==> config.mk <==
export PLATFORM = sky130hd
export DESIGN_NAME = host_config_loader_flat
export DESIGN_NICKNAME = d
export VERILOG_FILES = /design/src/rtl/host_cfg_pkg.sv /design/src/rtl/host_config_loader_if.sv /design/src/rtl/host_cfg_assembler.sv /design/src/rtl/host_config_loader.sv /design/src/flat_wrapper.sv
export SDC_FILE = /design/constraint.sdc
export NUM_CORES = 1
export LEC_CHECK = 0
export ABC_AREA = 1
export CAP_MARGIN = 10
export CORE_MARGIN = 1
export CORE_UTILIZATION = 35
export CTS_CLUSTER_SIZE = 30
export DETAILED_ROUTE_END_ITERATION = 10
export GPL_TIMING_DRIVEN = 0
export HOLD_SLACK_MARGIN = 0.1
export PLACE_DENSITY = 0.57
export SYNTH_ARGS = -nofsm -noshare
export SYNTH_HDL_FRONTEND = slang
export SYNTH_SLANG_ARGS = --single-unit
export TNS_END_PERCENT = 5
==> constraint.sdc <==
create_clock -name clk -period 8.28 [get_ports clk]
set_clock_uncertainty 0.2 [all_clocks]
set_input_delay 2.484 -clock clk [delete_from_list [all_inputs] [get_ports clk]]
set_output_delay 2.484 -clock clk [all_outputs]
set_load 0.01 [all_outputs]
==> src/rtl/host_cfg_pkg.sv <==
// host_cfg_pkg: shared types and constants for the host configuration loader.
//   - opcode_e      : header opcodes
//   - HDR_*         : header field bit positions
//   - trig_entry_t  : trigger-table entry as written to the RAM (129 bits)
//   - PAYLOAD_WORDS : payload words following a WRITE header
// Optional feature macro: HOST_CFG_CHECKSUM_EN adds a fifth (checksum) payload word.
package host_cfg_pkg;

  localparam int CFG_W = 32;

  typedef enum logic [3:0] {
    OP_NOP    = 4'h0,
    OP_WRITE  = 4'h1,
    OP_CLEAR  = 4'h2,
    OP_COMMIT = 4'h3
  } opcode_e;

  localparam int HDR_OP_HI  = 31;
  localparam int HDR_OP_LO  = 28;
  localparam int HDR_IDX_HI = 15;
  localparam int HDR_IDX_LO = 0;

  typedef struct packed {
    logic        valid;
    logic [63:0] symbol;
    logic [31:0] price;
    logic [31:0] vol_thresh;
  } trig_entry_t;

`ifdef HOST_CFG_CHECKSUM_EN
  localparam int PAYLOAD_WORDS = 5;
`else
  localparam int PAYLOAD_WORDS = 4;
`endif

endpackage

==> src/rtl/host_config_loader_if.sv <==
// host_config_loader_if: host config word stream plus trigger-table write port.
//   in_config_valid/in_config_data : host -> loader, no backpressure
//   tbl_wr_en/addr/data            : loader -> trigger table RAM
// master = host/table side, slave = loader.
interface host_config_loader_if #(
  parameter int NUM_ENTRIES = 256
);
  import host_cfg_pkg::*;
  localparam int IDX_W = $clog2(NUM_ENTRIES);

  logic             in_config_valid;
  logic [CFG_W-1:0] in_config_data;
  logic             tbl_wr_en;
  logic [IDX_W-1:0] tbl_wr_addr;
  logic [128:0]     tbl_wr_data;

  modport master (
    output in_config_valid, in_config_data,
    input  tbl_wr_en, tbl_wr_addr, tbl_wr_data
  );

  modport slave (
    input  in_config_valid, in_config_data,
    output tbl_wr_en, tbl_wr_addr, tbl_wr_data
  );
endinterface

==> src/rtl/host_cfg_assembler.sv <==
// host_cfg_assembler: counts payload words and assembles a trigger entry.
//   start   : WRITE header accepted this cycle (clears count, seeds checksum)
//   cap     : payload word valid this cycle
//   word    : config word (header on start, payload on cap)
//   discard : current entry targets an out-of-range index, never written
//   last    : this cap is the final payload word (combinational)
//   done    : registered write strobe, one cycle after the final word
//   entry   : assembled entry, valid while done is high
//   err_csum: sticky checksum mismatch (only with HOST_CFG_CHECKSUM_EN)
module host_cfg_assembler
  import host_cfg_pkg::*;
(
  input  logic             clk,
  input  logic             reset,
  input  logic             start,
  input  logic             cap,
  input  logic [CFG_W-1:0] word,
  input  logic             discard,
  output logic             last,
  output logic             done,
  output trig_entry_t      entry
`ifdef HOST_CFG_CHECKSUM_EN
  ,
  output logic             err_csum
`endif
);
  localparam int CNT_W = $clog2(PAYLOAD_WORDS);
  localparam logic [CNT_W-1:0] LAST_CNT = CNT_W'(PAYLOAD_WORDS - 1);
  // Holds every payload word except the one arriving with 'last'.
  localparam int SH_W = (PAYLOAD_WORDS - 1) * CFG_W;

  logic [CNT_W-1:0] cnt_q;
  logic [SH_W-1:0]  sh_q;

  assign last = cap && (cnt_q == LAST_CNT);

`ifdef HOST_CFG_CHECKSUM_EN
  logic [CFG_W-1:0] csum_q;
  logic             csum_ok;
  assign csum_ok = (csum_q == word);

  // Running XOR of header and data words; compared against the final word.
  always_ff @(posedge clk) begin
    if (start)           csum_q <= word;
    else if (cap && !last) csum_q <= csum_q ^ word;
  end
`endif

  always_ff @(posedge clk) begin
    if (cap && !last) sh_q <= {sh_q[SH_W-CFG_W-1:0], word};
  end

  always_ff @(posedge clk) begin
    if (reset) begin
      cnt_q <= '0;
      done  <= 1'b0;
      entry <= '0;
`ifdef HOST_CFG_CHECKSUM_EN
      err_csum <= 1'b0;
`endif
    end else begin
      done <= 1'b0;
      if (start) begin
        cnt_q <= '0;
      end else if (cap) begin
        cnt_q <= last ? '0 : cnt_q + CNT_W'(1);
        if (last) begin
`ifdef HOST_CFG_CHECKSUM_EN
          entry <= {1'b1, sh_q};
          done  <= !discard && csum_ok;
          if (!discard && !csum_ok) err_csum <= 1'b1;
`else
          entry <= {1'b1, sh_q, word};
          done  <= !discard;
`endif
        end
      end
    end
  end

endmodule

==> src/rtl/host_config_loader.sv <==
// host_config_loader: parses the host config word stream and writes the
// tick2trade trigger table.
//   clk, reset     : clock, synchronous active-high reset
//   cfg (slave)    : config word in, table write port out
//   cfg_commit     : one-cycle pulse after a COMMIT header
//   cfg_loaded     : sticky, set by COMMIT, cleared by CLEAR
//   busy           : clear sweep in progress
//   err_opcode     : sticky, unknown opcode seen
//   err_index      : sticky, WRITE index >= NUM_ENTRIES
//   err_dropped    : sticky, word arrived during the clear sweep
//   err_checksum   : sticky, checksum mismatch (HOST_CFG_CHECKSUM_EN only)
// Optional feature macro: HOST_CFG_CHECKSUM_EN.
module host_config_loader
  import host_cfg_pkg::*;
#(
  parameter int NUM_ENTRIES = 256
) (
  input  logic                 clk,
  input  logic                 reset,
  host_config_loader_if.slave  cfg,
  output logic                 cfg_commit,
  output logic                 cfg_loaded,
  output logic                 busy,
  output logic                 err_opcode,
  output logic                 err_index,
  output logic                 err_dropped
`ifdef HOST_CFG_CHECKSUM_EN
  ,
  output logic                 err_checksum
`endif
);
  localparam int IDX_W = $clog2(NUM_ENTRIES);

  typedef enum logic [1:0] {S_IDLE, S_PAYLOAD, S_CLEAR} state_e;

  state_e           state_q, state_d;
  logic [3:0]       op;
  logic [15:0]      idx_f;
  logic             idx_ok;
  logic [IDX_W-1:0] idx_q, clr_addr_q;
  logic             discard_q, clr_last;
  logic             do_start, do_clear, do_commit, do_illegal;
  logic             asm_last, asm_done;
  trig_entry_t      asm_entry;

  assign op       = cfg.in_config_data[HDR_OP_HI:HDR_OP_LO];
  assign idx_f    = cfg.in_config_data[HDR_IDX_HI:HDR_IDX_LO];
  assign idx_ok   = idx_f < 16'(NUM_ENTRIES);
  assign clr_last = clr_addr_q == IDX_W'(NUM_ENTRIES - 1);

  always_ff @(posedge clk) begin
    if (reset) state_q <= S_IDLE;
    else       state_q <= state_d;
  end

  always_comb begin
    state_d    = state_q;
    do_start   = 1'b0;
    do_clear   = 1'b0;
    do_commit  = 1'b0;
    do_illegal = 1'b0;
    unique case (state_q)
      S_IDLE: begin
        if (cfg.in_config_valid) begin
          case (op)
            OP_NOP:    ;
            OP_WRITE:  begin do_start = 1'b1; state_d = S_PAYLOAD; end
            OP_CLEAR:  begin do_clear = 1'b1; state_d = S_CLEAR;   end
            OP_COMMIT: do_commit = 1'b1;
            default:   do_illegal = 1'b1;
          endcase
        end
      end
      // Leaving on the final word lets the next header land with no bubble.
      S_PAYLOAD: if (asm_last) state_d = S_IDLE;
      // Exit on the last address so the sweep never starts a second pass.
      S_CLEAR:   if (clr_last) state_d = S_IDLE;
      default:   state_d = S_IDLE;
    endcase
  end

  always_ff @(posedge clk) begin
    if (reset) begin
      idx_q       <= '0;
      discard_q   <= 1'b0;
      clr_addr_q  <= '0;
      cfg_commit  <= 1'b0;
      cfg_loaded  <= 1'b0;
      err_opcode  <= 1'b0;
      err_index   <= 1'b0;
      err_dropped <= 1'b0;
    end else begin
      cfg_commit <= do_commit;
      if (do_start) begin
        idx_q     <= idx_f[IDX_W-1:0];
        discard_q <= !idx_ok;
        if (!idx_ok) err_index <= 1'b1;
      end
      if (do_commit) cfg_loaded <= 1'b1;
      if (do_clear) begin
        cfg_loaded <= 1'b0;
        clr_addr_q <= '0;
      end else if (state_q == S_CLEAR) begin
        clr_addr_q <= clr_addr_q + IDX_W'(1);
      end
      if (do_illegal) err_opcode <= 1'b1;
      if (state_q == S_CLEAR && cfg.in_config_valid) err_dropped <= 1'b1;
    end
  end

  host_cfg_assembler u_asm (
    .clk      (clk),
    .reset    (reset),
    .start    (do_start),
    .cap      (state_q == S_PAYLOAD && cfg.in_config_valid),
    .word     (cfg.in_config_data),
    .discard  (discard_q),
    .last     (asm_last),
    .done     (asm_done),
    .entry    (asm_entry)
`ifdef HOST_CFG_CHECKSUM_EN
    ,
    .err_csum (err_checksum)
`endif
  );

  // Sweep and entry writes never overlap: a CLEAR header can only be taken
  // in or after the cycle that carries the entry write.
  assign busy            = (state_q == S_CLEAR);
  assign cfg.tbl_wr_en   = busy || asm_done;
  assign cfg.tbl_wr_addr = busy ? clr_addr_q : idx_q;
  assign cfg.tbl_wr_data = asm_done ? asm_entry : '0;

endmodule

==> src/flat_wrapper.sv <==
// flat-port wrapper written by rule: the top's interface ports become plain ports
module host_config_loader_flat import host_cfg_pkg::*;
#(
  parameter int NUM_ENTRIES = 256
)
  (clk, reset, cfg_commit, cfg_loaded, busy, err_opcode, err_index, err_dropped, cfg_in_config_valid, cfg_in_config_data, cfg_tbl_wr_en, cfg_tbl_wr_addr, cfg_tbl_wr_data);
  host_config_loader_if #(.NUM_ENTRIES(NUM_ENTRIES)) cfg_i ();
  input  logic clk;
  input  logic reset;
  output logic cfg_commit;
  output logic cfg_loaded;
  output logic busy;
  output logic err_opcode;
  output logic err_index;
  output logic err_dropped;
  input wire logic [$bits(cfg_i.in_config_valid)-1:0] cfg_in_config_valid;
  input wire logic [$bits(cfg_i.in_config_data)-1:0] cfg_in_config_data;
  output wire logic [$bits(cfg_i.tbl_wr_en)-1:0] cfg_tbl_wr_en;
  output wire logic [$bits(cfg_i.tbl_wr_addr)-1:0] cfg_tbl_wr_addr;
  output wire logic [$bits(cfg_i.tbl_wr_data)-1:0] cfg_tbl_wr_data;
  assign cfg_i.in_config_valid = cfg_in_config_valid;
  assign cfg_i.in_config_data = cfg_in_config_data;
  assign cfg_tbl_wr_en = cfg_i.tbl_wr_en;
  assign cfg_tbl_wr_addr = cfg_i.tbl_wr_addr;
  assign cfg_tbl_wr_data = cfg_i.tbl_wr_data;
  host_config_loader #(.NUM_ENTRIES(NUM_ENTRIES)) u_core (.clk(clk), .reset(reset), .cfg(cfg_i), .cfg_commit(cfg_commit), .cfg_loaded(cfg_loaded), .busy(busy), .err_opcode(err_opcode), .err_index(err_index), .err_dropped(err_dropped));
endmodule
==> metrics.txt <==
# TYPE chip_impl_metric gauge
chip_impl_metric{name="clockBufferDepth",unit=""} 3
chip_impl_info{name="unrepaired_setup_endpoints_after_global_routing",value="no"} 1
chip_impl_metric{name="dp_hpwl",unit="mm"} 18.9
chip_impl_metric{name="globalRoute.totalOverflow",unit=""} 0
chip_impl_metric{name="syn-num-nets",unit=""} 1159
chip_impl_metric{name="power_density",unit="mW/mm^2"} 205
chip_impl_metric{name="max_stage_delay",unit="ns"} 0.75
chip_impl_metric{name="htree_num_levels",unit=""} 1
chip_impl_metric{name="max-slew-margin-rel",unit="%"} 34.7
chip_impl_metric{name="max_slew.worst_pin.slew",unit="ns"} 0.980
chip_impl_info{name="cell_family_contributing_the_most_delay_on_the_critical_path",value="buffers and inverters"} 1
chip_impl_info{name="timing.critical_path.to_type",value="primary output"} 1
chip_impl_metric{name="grt_util_all_layers",unit="%"} 17.7
chip_impl_metric{name="final-max-slew-violation-count",unit=""} 0
chip_impl_metric{name="numPlacedInstances",unit=""} 1674
chip_impl_metric{name="leakage",unit="nW"} 5.30
chip_impl_metric{name="detail_route.iter0.violations",unit=""} 475
chip_impl_metric{name="netlist-cell-type-count",unit=""} 27
chip_impl_metric{name="die_w",unit="um"} 169
chip_impl_metric{name="yosys_register_bits",unit=""} 252
chip_impl_metric{name="post-route-util",unit="%"} 47.9
chip_impl_metric{name="final_min_period_over_clock_period",unit="%"} 67.3
chip_impl_metric{name="viasPerCell",unit=""} 4.52
chip_impl_metric{name="detail_route.wl_per_cell",unit="um"} 14.7
chip_impl_info{name="cts.root.buffer_cell",value="clkbuf_16"} 1
chip_impl_metric{name="grt_pass1_vias",unit=""} 7344
chip_impl_metric{name="clock_sink_count",unit=""} 252
chip_impl_metric{name="power.ir.vdd_worst",unit="V"} 0.000108
chip_impl_metric{name="routed-via-count",unit=""} 7795
chip_impl_metric{name="num-fill-cells",unit=""} 2672
chip_impl_metric{name="setup_viol_count_final",unit=""} 0
chip_impl_metric{name="post_cts.repair.setup_buffers",unit=""} 0
chip_impl_metric{name="worstPathArrival",unit="ns"} 2.89
chip_impl_metric{name="fp.dieH",unit="um"} 169
chip_impl_metric{name="initial_core_util",unit="%"} 36.0
chip_impl_info{name="cp_cell_sequence",value="clkbuf_1 -> clkbuf_1 -> nand2_1 -> inv_1 -> clkdlybuf4s50_1"} 1
chip_impl_metric{name="place.gp.congestion",unit=""} 0.869
chip_impl_info{name="worst_path_most_repeated_cell",value="clkbuf_1"} 1
chip_impl_metric{name="fin_cells",unit=""} 1724
chip_impl_info{name="worst-setup-path-type",value="flip-flop to primary output"} 1
chip_impl_metric{name="critical_path.max_fanout",unit=""} 10
chip_impl_metric{name="min_period",unit="ns"} 5.57
chip_impl_metric{name="die_area",unit="mm^2"} 0.0286
chip_impl_metric{name="numCtsBuffers",unit=""} 27
chip_impl_metric{name="maxCapViolations",unit=""} 0
chip_impl_info{name="timing.critical_path.slowest_stage_cell",value="clkbuf_1"} 1
chip_impl_metric{name="hold-path-cell-count",unit=""} 1
chip_impl_metric{name="insertedDiodeCount",unit=""} 0
chip_impl_metric{name="drt_drc_violations_left",unit=""} 0
chip_impl_metric{name="routed_wl",unit="mm"} 25.3
chip_impl_info{name="hold_class",value="flip-flop to flip-flop"} 1
chip_impl_metric{name="cp_required",unit="ns"} 5.60
chip_impl_metric{name="yosysWarningCount",unit=""} 0
chip_impl_metric{name="postCtsHoldBufs",unit=""} 0
chip_impl_metric{name="r2r.worst_path.cells",unit=""} 6
chip_impl_metric{name="timing.final.hold_violations",unit=""} 0
chip_impl_metric{name="post_synth.cell_area_avg",unit="um^2"} 8.72
chip_impl_metric{name="fmaxAchievable",unit="GHz"} 0.179
chip_impl_metric{name="number_of_primary_i_o_pins",unit=""} 179
chip_impl_metric{name="cts.reportedPaths.clkPinSlew",unit="ns"} 0.05
chip_impl_metric{name="largest_net_degree_at_the_start_of_global_routing",unit=""} 32
chip_impl_metric{name="final_net_count",unit=""} 1368
chip_impl_metric{name="placement_rows",unit=""} 60
chip_impl_metric{name="clock_insertion_delay_worst_skew",unit="ns"} 0.53
chip_impl_metric{name="synth.cell_area",unit="mm^2"} 0.00979
chip_impl_metric{name="critical_path_buf_inv_count",unit=""} 4
chip_impl_info{name="cp-start-kind",value="flip-flop"} 1
chip_impl_metric{name="post_route_cells_drive_above_1_share",unit="%"} 6.21
chip_impl_metric{name="grt_first_pass_wirelength",unit="mm"} 39.8
chip_impl_metric{name="synth_sequential_area_ratio",unit="%"} 61.3
chip_impl_metric{name="numPortBuffers",unit=""} 177
chip_impl_metric{name="critical_path_depth",unit=""} 5
chip_impl_metric{name="drt.antenna.violating_nets",unit=""} 0
chip_impl_metric{name="drt-pass1-iter-count",unit=""} 5
chip_impl_metric{name="post_cts_gate_resize_count",unit=""} 0
chip_impl_metric{name="number_of_antenna_violations_at_the_first_check_in_global_routing",unit=""} 0
chip_impl_metric{name="area.growth.synth_to_final",unit="%"} 33.1
chip_impl_metric{name="cell_count_after_synthesis",unit=""} 1122
chip_impl_metric{name="design.core.area",unit="mm^2"} 0.0272
chip_impl_info{name="cts_tree",value="built"} 1
chip_impl_info{name="outcome",value="complete, no violations"} 1
[report_power, final]
part / internal (mW) / total (mW) / leakage [nW] / switching, mW
clock: 0.766 / 1.25 / 0.454 / 0.484
combinational: 0.0351 / 0.0951 / 2.72 / 0.0600
sequential: 1.31 / 1.32 / 2.13 / 0.0106
total: 2.11 / 2.67 / 5.30 / 0.554
[logic make-up after synthesis]
group / Yosys count / synth area share (%)
buf+inv: 226 / 9.46
xor+xnor: 3 / 0.268
mux: 1 / 0.115
flops: 252 / 61.3
compound gates: 155 / 7.98
simple gates: 483 / 20.6
fa+ha+maj: 2 / 0.256
[layer usage]
layer | up-vias | part of all wire, % | global-route usage [%] | wire (um)
li1 | 4008 | - | - | -
met1 | 3570 | 45 | 23.0 | 11500
met2 | 185 | 47 | 30.3 | 12000
met3 | 32 | 5.3 | 3.24 | 1350
met4 | 0 | 1.8 | 4.15 | 464
met5 | - | 0 | 0 | 0
[state kept, by name, summed over array words and instances (netlist names)]
register,cells
u_core.u_asm.sh_q,96
u_core.u_asm.entry,129
u_core.idx_q,8
u_core.discard_q,1
u_core.clr_addr_q,8
u_core.u_asm.cnt_q,2
u_core.cfg_loaded,1
u_core.cfg_commit,1
u_core.u_asm.done,1
u_core.err_index,1
u_core.state_q,2
u_core.err_opcode,1
u_core.err_dropped,1
[cell usage after synthesis]
cell	number	area (um^2)
edfxtp_1	96	2880
xor2_1	3	26.3
nand4_1	2	12.5
mux2_2	1	11.3
o21ai_1	2	10.0
o21a_1	2	15.0
nor2_2	2	12.5
nand2_1	300	1130
o21ai_0	15	75.1
ha_1	2	25.0
buf_6	1	11.3
buf_2	14	70.1
buf_1	1	3.75
nor3_1	1	5.00
buf_4	14	105
nor2_4	1	11.3
inv_2	3	11.3
nand2_2	2	12.5
nor2_1	39	146
or2_2	1	6.26
nor3_2	1	10.0
inv_1	149	559
dfxtp_1	156	3120
nand3_1	133	666
nor4_1	1	6.26
a21oi_1	136	681
clkbuf_1	44	165
[stage by stage]
step                instance area, um^2  power [mW]  hold slack, ns  setup WS [ns]  TNS [ns]
floorplan                          9790        1.39           0.199          0.725         0
finish                            13000        2.67           0.222           2.71         0
detailed placement                12100        1.44           0.215           3.24         0
global route                      13000        2.75           0.243           2.53         0
CTS                               13000        2.69           0.227           2.66         0
global placement                  12000        1.44           0.211          -1.65   -129.08
[cell type report]
class                   instances  area, um^2  share of cell area [%]
inverters                     152         571                    4.38
multi-input cells             644        2870                    22.0
flip-flops and latches        252        6010                    46.1
clock inverters                12         175                    1.34
well taps                     372         465                    3.57
plain buffers                  74         355                    2.73
clock buffers                  38         758                    5.82
repair buffers                180        1830                    14.1
[cells in the final DEF, fill, tap and decap left out, drive strengths merged]
| cell type | n |
|---|---|
| nand3 | 133 |
| nor2 | 42 |
| clkinv | 6 |
| nand4 | 2 |
| nor4 | 1 |
| o21ai | 17 |
| nand2 | 302 |
| bufinv | 4 |
| clkbuf | 82 |
| xor2 | 3 |
| inv | 153 |
| a21oi | 136 |
| ha | 2 |
| nor3 | 2 |
| o21a | 2 |
| mux2 | 1 |
| or2 | 1 |
| clkinvlp | 1 |
| buf | 33 |
| edfxtp | 96 |
| clkdlybuf4s50 | 177 |
| dfxtp | 156 |
[worst register-to-register path, stage by stage, from the launching register on]
cell and delay (ns):
dfxtp_1 0.38, inv_2 0.05, nor2_2 0.10, nand2_2 0.11, nor2_4 0.37, buf_12 0.26
buf_12 0.22
[worst paths after layout]
path | from | to | slack, ns
setup reg to reg | u_core.state_q[0]$_SDFFE_PP0P_ | u_core.u_asm.sh_q[79]$_DFFE_PP_ | 6.27
hold / removal | u_core.discard_q$_SDFFE_PP0P_ | u_core.u_asm.done$_SDFF_PP0_ | 0.22
hold reg to reg | u_core.discard_q$_SDFFE_PP0P_ | u_core.u_asm.done$_SDFF_PP0_ | 0.22
setup / recovery | u_core.u_asm.done$_SDFF_PP0_ | cfg_tbl_wr_data[62] | 2.71
No activity file was read; power rests on OpenSTA's default activity.
